$ cat src/rtl/fetch_queue_pkg.sv
// Shared RV32I fetch definitions: datapath width, pc step, canonical nop and
// the {pc, instr} entry carried from fetch to decode.
package fetch_queue_pkg;

    localparam int unsigned XLEN    = 32;
    localparam int unsigned PC_STEP = 4;

    // addi x0,x0,0
    localparam logic [XLEN-1:0] NOP_INSTR = 32'h0000_0013;

    typedef struct packed {
        logic [XLEN-1:0] pc;
        logic [XLEN-1:0] instr;
    } fetch_entry_t;

endpackage

$ cat src/rtl/fetch_queue_if.sv
// Fetch-to-decode handshake bundle.
//   In_Valid/In_Pc/In_Instr/In_Ready : push side, from the PC / instruction memory
//   Out_Valid/Out_Pc/Out_Pc4/Out_Instr/Out_Ready : pop side, to decode
// slave  : the queue's view
// master : the surrounding pipeline's view (fetch drives In_*, decode drives Out_Ready)
interface fetch_queue_if;
    import fetch_queue_pkg::*;

    logic            In_Valid;
    logic [XLEN-1:0] In_Pc;
    logic [XLEN-1:0] In_Instr;
    logic            In_Ready;

    logic            Out_Valid;
    logic [XLEN-1:0] Out_Pc;
    logic [XLEN-1:0] Out_Pc4;
    logic [XLEN-1:0] Out_Instr;
    logic            Out_Ready;

    modport slave (
        input  In_Valid, In_Pc, In_Instr, Out_Ready,
        output In_Ready, Out_Valid, Out_Pc, Out_Pc4, Out_Instr
    );

    modport master (
        output In_Valid, In_Pc, In_Instr, Out_Ready,
        input  In_Ready, Out_Valid, Out_Pc, Out_Pc4, Out_Instr
    );

endinterface

$ cat src/rtl/fetch_queue_ram.sv
// DEPTH x fetch_entry_t register array: one synchronous write port, one
// asynchronous read port. Not reset; the owner masks stale contents.
//   clk     : write clock
//   wr_en   : write enable
//   wr_addr : write index
//   wr_data : entry to store
//   rd_addr : read index
//   rd_data : entry at rd_addr (combinational)
module fetch_queue_ram
    import fetch_queue_pkg::*;
#(
    parameter int unsigned DEPTH  = 4,
    parameter int unsigned ADDR_W = $clog2(DEPTH)
) (
    input  logic              clk,
    input  logic              wr_en,
    input  logic [ADDR_W-1:0] wr_addr,
    input  fetch_entry_t      wr_data,
    input  logic [ADDR_W-1:0] rd_addr,
    output fetch_entry_t      rd_data
);

    fetch_entry_t mem [DEPTH];

    // Write port
    always_ff @(posedge clk) begin
        if (wr_en) begin
            mem[wr_addr] <= wr_data;
        end
    end

    // Read port
    assign rd_data = mem[rd_addr];

endmodule

$ cat src/rtl/fetch_queue.sv
// In-order instruction fetch queue between the PC register and decode.
// Buffers up to DEPTH {pc, instr} pairs, presents the oldest to decode,
// back-pressures the PC through In_Ready and drops everything on Flush.
//   Clk   : clock, rising edge
//   Reset : asynchronous, active-high
//   Flush : redirect; clears the queue and ignores same-cycle push/pop
//   bus   : fetch_queue_if.slave handshake (In_* push side, Out_* pop side)
//   Count : number of valid entries
module fetch_queue #(
    parameter int unsigned DEPTH     = 4,
    parameter logic [31:0] NOP_INSTR = fetch_queue_pkg::NOP_INSTR
) (
    input  logic                     Clk,
    input  logic                     Reset,
    input  logic                     Flush,
    fetch_queue_if.slave             bus,
    output logic [$clog2(DEPTH):0]   Count
);
    import fetch_queue_pkg::*;

    localparam int unsigned IDX_W = $clog2(DEPTH);
    localparam int unsigned PTR_W = IDX_W + 1;

    // MSB of each pointer is the wrap bit
    logic [PTR_W-1:0] wr_ptr;
    logic [PTR_W-1:0] rd_ptr;

    logic         empty;
    logic         full;
    logic         push;
    logic         pop;
    fetch_entry_t wr_entry;
    fetch_entry_t rd_entry;

    // Queue status from the pointer pair only
    assign empty = (wr_ptr == rd_ptr);
    assign full  = (wr_ptr[IDX_W-1:0] == rd_ptr[IDX_W-1:0]) &&
                   (wr_ptr[PTR_W-1] != rd_ptr[PTR_W-1]);

    // In_Ready is state-only, so a pop while full cannot admit a push in the same cycle
    assign push = bus.In_Valid && !full && !Flush;
    assign pop  = !empty && bus.Out_Ready && !Flush;

    // Pointer update; Flush outranks push and pop
    always_ff @(posedge Clk or posedge Reset) begin
        if (Reset) begin
            wr_ptr <= '0;
            rd_ptr <= '0;
        end else if (Flush) begin
            wr_ptr <= '0;
            rd_ptr <= '0;
        end else begin
            if (push) begin
                wr_ptr <= wr_ptr + PTR_W'(1);
            end
            if (pop) begin
                rd_ptr <= rd_ptr + PTR_W'(1);
            end
        end
    end

    assign wr_entry.pc    = bus.In_Pc;
    assign wr_entry.instr = bus.In_Instr;

    // Entry storage
    fetch_queue_ram #(
        .DEPTH  (DEPTH),
        .ADDR_W (IDX_W)
    ) u_ram (
        .clk     (Clk),
        .wr_en   (push),
        .wr_addr (wr_ptr[IDX_W-1:0]),
        .wr_data (wr_entry),
        .rd_addr (rd_ptr[IDX_W-1:0]),
        .rd_data (rd_entry)
    );

    // Handshake outputs; unwritten storage is hidden while empty
    assign bus.In_Ready  = !full;
    assign bus.Out_Valid = !empty;
    assign bus.Out_Pc    = empty ? '0 : rd_entry.pc;
    assign bus.Out_Instr = empty ? NOP_INSTR : rd_entry.instr;
    assign bus.Out_Pc4   = bus.Out_Pc + XLEN'(PC_STEP);

    // Modular difference gives occupancy across wrap
    assign Count = wr_ptr - rd_ptr;

endmodule

$ cat src/flat_wrapper.sv
// flat-port wrapper written by rule: the top's interface ports become plain ports
module fetch_queue_flat import fetch_queue_pkg::*;
#(
    parameter int unsigned DEPTH     = 4,
    parameter logic [31:0] NOP_INSTR = fetch_queue_pkg::NOP_INSTR
)
  (Clk, Reset, Flush, Count, bus_In_Valid, bus_In_Pc, bus_In_Instr, bus_Out_Ready, bus_In_Ready, bus_Out_Valid, bus_Out_Pc, bus_Out_Pc4, bus_Out_Instr);
  fetch_queue_if bus_i ();
  input  logic Clk;
  input  logic Reset;
  input  logic Flush;
  output logic [$clog2(DEPTH):0] Count;
  input wire logic [$bits(bus_i.In_Valid)-1:0] bus_In_Valid;
  input wire logic [$bits(bus_i.In_Pc)-1:0] bus_In_Pc;
  input wire logic [$bits(bus_i.In_Instr)-1:0] bus_In_Instr;
  input wire logic [$bits(bus_i.Out_Ready)-1:0] bus_Out_Ready;
  output wire logic [$bits(bus_i.In_Ready)-1:0] bus_In_Ready;
  output wire logic [$bits(bus_i.Out_Valid)-1:0] bus_Out_Valid;
  output wire logic [$bits(bus_i.Out_Pc)-1:0] bus_Out_Pc;
  output wire logic [$bits(bus_i.Out_Pc4)-1:0] bus_Out_Pc4;
  output wire logic [$bits(bus_i.Out_Instr)-1:0] bus_Out_Instr;
  assign bus_i.In_Valid = bus_In_Valid;
  assign bus_i.In_Pc = bus_In_Pc;
  assign bus_i.In_Instr = bus_In_Instr;
  assign bus_i.Out_Ready = bus_Out_Ready;
  assign bus_In_Ready = bus_i.In_Ready;
  assign bus_Out_Valid = bus_i.Out_Valid;
  assign bus_Out_Pc = bus_i.Out_Pc;
  assign bus_Out_Pc4 = bus_i.Out_Pc4;
  assign bus_Out_Instr = bus_i.Out_Instr;
  fetch_queue #(.DEPTH(DEPTH), .NOP_INSTR(NOP_INSTR)) u_core (.Clk(Clk), .Reset(Reset), .Flush(Flush), .bus(bus_i), .Count(Count));
endmodule
$ cat config.mk
export PLATFORM = sky130hd
export DESIGN_NAME = fetch_queue_flat
export DESIGN_NICKNAME = d
export VERILOG_FILES = /design/src/rtl/fetch_queue_pkg.sv /design/src/rtl/fetch_queue_if.sv /design/src/rtl/fetch_queue_ram.sv /design/src/rtl/fetch_queue.sv /design/src/flat_wrapper.sv
export SDC_FILE = /design/constraint.sdc
export NUM_CORES = 1
export LEC_CHECK = 0
export CAP_MARGIN = 20
export CORE_MARGIN = 5
export CORE_UTILIZATION = 55
export CTS_BUF_LIST = sky130_fd_sc_hd__clkbuf_8
export DETAILED_ROUTE_END_ITERATION = 16
export PLACE_DENSITY_LB_ADDON = 0.05
export SETUP_SLACK_MARGIN = 0.5
export SYNTH_ARGS = -nofsm -noshare
export SYNTH_HDL_FRONTEND = slang
export SYNTH_SLANG_ARGS = --single-unit
$ cat constraint.sdc
create_clock -name Clk -period 11.75 [get_ports Clk]
set_clock_uncertainty 0.1 [all_clocks]
set_input_delay 1.7625 -clock Clk [delete_from_list [all_inputs] [get_ports Clk]]
set_output_delay 1.7625 -clock Clk [all_outputs]
set_load 0.005 [all_outputs]
# [Word level (Yosys, flattened, before mapping)]
# Memories as Yosys holds them, arrays and structs flattened.
# Index checks and enable logic that the tools add are counted.
[op_classes] mux=8 n_addsub=4 eq_ne=3 n_reduce_logical=10
[ops] cell="$mux 32" n=2
[ops] cell="$add 32x3->32 const B" n=1
[ops] cell="$mux 3" n=4
[ops] cell="$add 3x1->3 const B" n=2
[ops] cell="$logic_and 1x1->1" n=5
[ops] cell="$reduce_bool 2->1" n=2
[ops] cell="$eq 3x3->1" n=1
[ops] cell="$logic_not 1->1" n=3
[ops] cell="$sub 3x3->3" n=1
[ops] cell="$eq 2x2->1" n=1
[ops] cell="$mux 1" n=2
[ops] cell="$ne 1x1->1" n=1
[totals] elab_cells=28 out_inout_bits=101 inputBits=69 mem_count=1 register_bits=6 mem_bits_rw=256
[mem_list] name="u_core.u_ram.mem" depth=4 word_bits=64 read_ports=1 rd_ports_with_merged_regs=0 wr=1 line="fetch_queue_ram.sv:23" text="fetch_entry_t mem [DEPTH];"

# [Longest topological paths before layout]
# Gate-level depths: netlist of the first run.
[logic_depth] word_depth=7 depth_mapped=19 depth_no_buf=13

# [Modules after synthesis]
# A second synthesis of the first run with hierarchy kept.
[hier_totals] hier_cells=559 area_unflattened_um2=10923.0
[by_module_without_submodules] mod="fetch_queue_ram" seq_area_each_um2=7687.4 cells_each=338 area_per_inst_um2=9341.5 instances=1
[by_module_without_submodules] mod="fetch_queue" seq_area_each_um2=150.1 cells_each=221 area_per_inst_um2=1581.5 instances=1

# [Least setup slack after synthesis of the first run]
# OpenSTA, ideal clock, no wires.
[synth_path] path_type="register to output" start="register u_core.rd_ptr[1]" end="output bus_Out_Pc4[22]" path_slack_ns=5.970 stages_incl_launch_ff=20 arrival_ns=3.918 n_path_buf=7 required_time_ns=9.888 cell_sequence="dfrtp_1 > buf_4 > buf_4 > buf_4 > buf_2 > buf_1 > inv_1 > ha_1 > nand2_1 > nor2_1 > inv_1 > buf_2 > clkbuf_1 > and2_1 > ha_1 > nand4_1 > nor2_1 > nor4b_4 > nand3_1 > xnor2_1"
[synth_via] elab_chain_len=3 word_cells_on_any_way=4 classes_between="1 x add/sub; 1 x eq/ne; 1 x mux; 1 x memory"
[synth_rtl] element="start, declared" line="fetch_queue.sv:26" text="logic [PTR_W-1:0] rd_ptr;"
[synth_rtl] element="start signal, assigned" line="fetch_queue.sv:57" text="rd_ptr <= rd_ptr + PTR_W'(1);"
[synth_rtl] element="$mem_v2 4x64 or $eq 3x3->1 (tied branches)"
[synth_rtl] element="$mux 32 (*)" line="fetch_queue.sv:81" text="assign bus.Out_Pc = empty ? '0 : rd_entry.pc;"
[synth_rtl] element="via bus_Out_Pc[3]" line="flat_wrapper.sv:19" text="output wire logic [$bits(bus_i.Out_Pc)-1:0] bus_Out_Pc;"
[synth_rtl] element="$add 32x3->32 (*)" line="fetch_queue.sv:83" text="assign bus.Out_Pc4 = bus.Out_Pc + XLEN'(PC_STEP);"
[synth_rtl] element="end, declared" line="flat_wrapper.sv:20" text="output wire logic [$bits(bus_i.Out_Pc4)-1:0] bus_Out_Pc4;"
# Mark *: on every way through the listed nets, which the timed path passes. The rest lies on a longest branch.

# [Final worst setup path of the first run]
[layout_path] start="register u_core.rd_ptr[1]" end="output bus_Out_Pc4[28]"
[layout_via] elab_chain_len=3 word_cells_on_any_way=4 classes_between="1 x add/sub; 1 x eq/ne; 1 x mux; 1 x memory"
[layout_rtl] element="$mem_v2 4x64 or $eq 3x3->1 (tied branches)"
[layout_rtl] element="$mux 32 (*)" line="fetch_queue.sv:81"
[layout_rtl] element="$add 32x3->32 (*)" line="fetch_queue.sv:83"
# Every way passes the cells marked *; elsewhere a longest branch is shown, timed or not.

==> metrics.yaml, run 1 <==
floorplan:
  row_count: 51
  fp.dieArea_um2: 22520
  ioPinCount: 170
  initial_core_util_pct: 55.63
  die_x_um: 150.1
  core-area_um2: 19400
  die_y_um: 150.1
critical_path:
  cp_top_family: "simple AND/OR/NAND/NOR gates"
  startpoint_type: "register"
  max_stage_delay_ns: 1.09
  worstPathCellList: "inv_1 > ha_1 > nand2_1 > nor2_1 > inv_2 > nand2_1 > inv_1 > ha_1 > nand4_1 > nor2_1 > nor4b_4 > nand3_1 > xnor2_1 > clkdlybuf4s50_1"
  crit_path_end_kind: "output pin"
  r2r_start: "u_core.rd_ptr[1]"
  cp_slowest_cell: "dfrtp_4"
  critPathKind: "reg -> out"
  worstPathRequired_ns: 9.89
  cp.arrival_ns: 5.61
  worstRegToRegCells: 6
  critPathMaxFanout: 68
  r2r-end: "u_core.u_ram.mem[1][50]"
  critical_path_depth: 14
  worst-r2r-setup-slack_ns: 8.20
  cp.buffers_inverters: 4
route:
  drc: 0
  routed_wl_um: 21120
  vias: 5619
  drtPass1Iterations: 4
  wire_per_inst_um: 20.46
  drt-initial-drc-count: 236
  viasPerCell: 5.445
  ant_nets: 0
timing:
  timing.final.crit_period_ns: 7.477
  post-route-period-util_pct: 63.64
  maxSlewHeadroom_pct: 31.79
  slew_viol_final: 0
  final_hold_viol_count: 0
  setup_tns_ns: 0
  setup_viol: 0
  max_freq_ghz: 0.1337
  rsz0062_at_grt: "no"
  hold_slack_ns: 0.5014
  worst_pin_slew_ns: 1.023
clock_network:
  path_clk_slew_ns: 0.06
  cts_num_sinks: 262
  cts_hold_buf: 0
  cts_root_buffer: "clkbuf_8"
  post_cts_resized: 0
  clock_latency_ns: 0.52
  cts_tree: "built"
  cts.htree.levels: 2
  cts.path.max_buffers: 3
  cts_setup_buffers: 0
  cts_buffers: 43
placed_design:
  place_congestion: 0.8288
  dp_hpwl_um: 12670
  numPortBuffers: 169
yosys:
  synth_fp_nets: 625
  ys.flop_type: "edfxtp_1"
  syn-mean-instance-area_um2: 19.73
  synth_top_area_share_pct: 71.23
  yosysSeqAreaShare_pct: 72.63
  synth_common_cells: "256 x edfxtp_1, 58 x and2_1, 53 x mux4_2"
  synth_edf_count: 256
  synth_area_leader_cell: "edfxtp_1"
  ys_ff_latch: 262
  yosys.cell_types.count: 37
  yosys_warnings: 0
  ys_top_cells_by_area: "edfxtp_1 71%, mux4_2 11%, and2_1 3.4%"
  synthArstFlopShare_pct: 2.290
  syn-cell-area_um2: 10790
  yosysMostFrequentCell: "edfxtp_1"
  syn-instance-count: 547
hold_path:
  hold_start: "u_core.rd_ptr[2]"
  holdPathEnd: "u_core.rd_ptr[2]"
  worstHoldPathCells: 2
  min_path_type: "reg -> reg"
grt:
  grt_pass1_vias: 5984
  grt_max_degree: 69
  grt_pass1_wl_um: 32600
  antenna_found_initial: 1
  grt_use_total_pct: 19.02
  overflow: 0
final_layout:
  n_antenna_cell: 0
  post-route-util_pct: 69.61
  layout-drive-gt1-share_pct: 16.69
  area_growth_pct: 25.13
  nNetsFinal: 816
run:
  maxCapViolCount: 0
status:
  status: "completed"
power_and_ir_drop:
  irDropWorstVdd_v: 0.0001176
  p_leak_uw: 0.004488
  power_density_nw_per_um2: 182.2
==> worst reg2reg max path, stage by stage (launching register included) <==
cell and delay (ns):
dfrtp_4 1.09, inv_1 0.17, ha_1 0.33, nand3_1 0.18, nand2_1 0.13, nor2_1 0.24, and2_4 0.82
==> layout by cell type (no fill, tap or decap), types with 2 or more instances in the layout <==
cell             netlist  final
clkbuf_8               0     46
a21oi_1                2      2
o21a_1                 2      2
and2_1                58     54
nand3_2                3      3
dfrtp_4                0      2
bufinv_16              0      2
edfxtp_1             256    256
inv_1                 14     29
or2_2                  3      3
clkinv_1               0      5
o21ai_0                2      2
clkdlybuf4s50_1        0    169
nand3_1               13     13
and2_4                 0      4
nor3_1                 2      2
and3_1                 3      3
clkinv_2               0      2
nand2_1               18     18
ha_1                   8      8
nor2_1                16     16
xnor2_1               21     21
mux4_1                11     11
xor2_1                12     12
dfrtp_1                6      4
inv_6                  0      2
nand4_1                8      8
and4_1                 2      2
mux4_2                53     53
==> worst max-delay path by stage <==
| stage | from | end | slack (ns) |
|---|---|---|---|
| final | u_core.rd_ptr[1] | bus_Out_Pc4[28] | 4.27 |
| after global placement | u_core.rd_ptr[1] | bus_Out_Pc4[30] | 4.97 |
| after CTS | u_core.rd_ptr[1] | bus_Out_Pc4[22] | 4.16 |
| after detailed placement | u_core.rd_ptr[1] | bus_Out_Pc4[22] | 4.75 |
| after global routing | u_core.rd_ptr[1] | bus_Out_Pc4[22] | 3.77 |
| after floorplan | u_core.rd_ptr[1] | bus_Out_Pc4[22] | 5.97 |
==> through the flow <==
step / power, uW / area [um2] / std cells / setup slack (ns)
after floorplan: 1415 / 10790 / 547 / 5.970
after global placement: 1747 / 12700 / 958 / 4.972
after detailed placement: 1753 / 12700 / 958 / 4.751
after CTS: 2495 / 13500 / 1032 / 4.157
after global routing: 2585 / 13500 / 1032 / 3.769
final: 2460 / 13500 / 1032 / 4.273
==> layout make-up <==
type | count | area, um2
repair buffers | 170 | 1699
clock buffers | 46 | 633.1
inverters | 14 | 52.55
multi-input cells | 247 | 2768
flip-flops and latches | 262 | 7845
clock inverters | 28 | 173.9
well taps | 265 | 331.6
fillers | 1301 | 5896
==> flip-flops by register name, indices dropped and copies added (netlist names) <==
signal,count
u_core.u_ram.mem,256
u_core.rd_ptr,3
u_core.wr_ptr,3
==> power breakdown <==
group | internal (uW) | total [uW] | switching, uW
registers | 1060 | 1080 | 25.9
logic | 375 | 640 | 265
clock network | 405 | 738 | 333
total | 1840 | 2460 | 624
==> cell families (layout without fill, tap and decap cells) <==
kind of cell    count (synthesis)  after routing  share of synthesized area, %
flops                         262            262                         72.63
simple gates                  131            131                         7.246
mux                            64             64                         13.74
buf+inv                        38            258                         1.820
xor+xnor                       34             34                         2.829
fa+ha+maj                       9              9                         1.113
compound gates                  9              9                        0.6260
==> metal layers <==
| layer | routed length [um] | GRT usage, % | up-vias |
|---|---|---|---|
| met5 | 11 | 0 | - |
| met4 | 266 | 4.575 | 2 |
| met3 | 1407 | 5.179 | 30 |
| met2 | 10760 | 33.21 | 174 |
| met1 | 8673 | 23.87 | 2863 |
| li1 | - | - | 2550 |
(Power assumes the default switching activity.)
==> inputs of run 2 (changes only) <==
==> constraint.sdc (replaced) <==
create_clock -name Clk -period 7.8 [get_ports Clk]
set_clock_uncertainty 0.1 [all_clocks]
set_input_delay 1.17 -clock Clk [delete_from_list [all_inputs] [get_ports Clk]]
set_output_delay 1.17 -clock Clk [all_outputs]
set_load 0.005 [all_outputs]
==> metrics.yaml, run 2 (synthesized netlist as in run 1, its figures left out) <==
status:
  status: "completed"
timing:
  worst_pin_slew_ns: 1.020
  hold_slack_ns: 0.5073
  slew_viol_final: 0
  timing.final.crit_period_ns: 6.024
  setup_tns_ns: 0
  maxSlewHeadroom_pct: 32.03
  post-route-period-util_pct: 77.23
  max_freq_ghz: 0.1660
  final_hold_viol_count: 0
  setup_viol: 0
  rsz0062_at_grt: "no"
critical_path:
  max_stage_delay_ns: 0.64
  cp.arrival_ns: 4.75
  cp.buffers_inverters: 3
  startpoint_type: "register"
  worst-r2r-setup-slack_ns: 4.74
  cp_slowest_cell: "dfrtp_4"
  crit_path_end_kind: "output pin"
  critPathKind: "reg -> out"
  critPathMaxFanout: 30
  cp_top_family: "simple AND/OR/NAND/NOR gates"
  worstPathCellList: "ha_1 > nand2_1 > nor2_1 > inv_2 > nand2_1 > inv_1 > ha_1 > nand4_1 > nor2_1 > nor4b_4 > nand3_1 > xnor2_1 > clkdlybuf4s50_1"
  worstPathRequired_ns: 6.53
final_layout:
  final_common_cell: "edfxtp_1"
  reg_top3: "u_core.u_ram.mem (256), u_core.rd_ptr (3), u_core.wr_ptr (3)"
  n_antenna_cell: 0
  nNetsFinal: 817
  stdcell_area_um2: 13490
  final_cell_mix: "256 x edfxtp_1, 169 x clkdlybuf4s50_1, 54 x and2_1"
  fill_cells: 1305
  largest_reg_flops: 256
  layout-drive-gt1-share_pct: 17.06
  post-route-util_pct: 69.52
  area_growth_pct: 24.97
  largest-register: "u_core.u_ram.mem"
grt:
  grt_max_degree: 68
  grt_pass1_wl_um: 33500
  antenna_found_initial: 1
  overflow: 0
  grt_use_total_pct: 19.59
  grt_pass1_vias: 6172
placed_design:
  place_congestion: 0.7741
  numPortBuffers: 169
  dp_hpwl_um: 13100
  place_area_um2: 12720
route:
  ant_nets: 0
  drc: 0
  vias: 5671
  drt-initial-drc-count: 344
  viasPerCell: 5.490
  drtPass1Iterations: 4
  routed_wl_um: 21730
  wire_per_inst_um: 21.04
power_and_ir_drop:
  p_comb_share_pct: 26.9
  power_density_nw_per_um2: 272.6
  clkPwrFrac_pct: 29.1
  p_leak_uw: 0.004479
  irDropWorstVdd_v: 0.0002357
  p_seq_share_pct: 44.0
  p_switching_uw: 943.0
  internal_power_uw: 2733
  p_sw_share_pct: 25.65
clock_network:
  cts_setup_buffers: 0
  cts_root_buffer: "clkbuf_8"
  cts.htree.levels: 2
  post_cts_resized: 0
  path_clk_slew_ns: 0.06
  clock_latency_ns: 0.52
  cts_buffers: 41
  cts_tree: "built"
  cts_num_sinks: 262
  cts.path.max_buffers: 3
  cts_hold_buf: 0
hold_path:
  min_path_type: "reg -> reg"
run:
  maxCapViolCount: 0
floorplan:
  core-area_um2: 19400
  die_y_um: 150.1
  initial_core_util_pct: 55.63
  ioPinCount: 170
  fp.dieArea_um2: 22520
  row_count: 51
  die_x_um: 150.1
## run 2: changes by cell type in the layout (fill, tap and decap cells not counted), sizes merged
cell	before	now
clkinv	7	12
clkinvlp	1	0
inv	32	27
bufinv	2	1
buf	1	4
## run 2: layout make-up
cell class,instances,area [um2],share of cell area [%]
well taps,265,331.6,2.458
flip-flops and latches,262,7845,58.17
clock buffers,46,633.1,4.694
inverters,14,52.55,0.3896
clock inverters,26,135.1,1.002
multi-input cells,247,2768,20.52
repair buffers,173,1722,12.77
## run 2: tightest hold or removal path: stages (launching register included)
cell	delay, ns
dfrtp_1	0.40
xor2_1	0.09
nor2_1	0.08
## run 2: through the flow
step	power, uW	setup WS [ns]	cells
after floorplan	2131	2.612	547
after global placement	2643	2.494	961
after detailed placement	2651	2.288	961
after CTS	3721	1.716	1033
after global routing	3855	1.391	1033
final	3676	1.776	1033
## run 2: metal layers
layer	vias to the layer above	share of wire, %	global-route usage [%]	wire, um
met1	2880	41	25.02	8898
met3	31	7.2	5.694	1564
met2	203	50	33.09	10910
li1	2555	-	-	-
met4	2	1.6	5.535	350
met5	-	0.051	0	11
## run 2: final timing paths
kind | startpoint | to | depth (start not counted)
max in group asynchronous | Reset | u_core.rd_ptr[1] | 2
setup reg to reg | u_core.rd_ptr[0] | u_core.u_ram.mem[2][49] | 6
hold reg to reg | u_core.wr_ptr[2] | u_core.wr_ptr[2] | 2
setup / recovery | u_core.rd_ptr[0] | bus_Out_Pc4[26] | 13
hold / removal | u_core.wr_ptr[2] | u_core.wr_ptr[2] | 2
min in group asynchronous | Reset | u_core.wr_ptr[2] | 2
## run 2: power by group through the flow
stage,logic (uW),clock network (uW),registers (uW)
floorplan,502,0,1630
global placement,999,0,1640
detailed placement,1000,0,1650
CTS,1010,1100,1620
global route,1070,1170,1620
finish,991,1070,1620
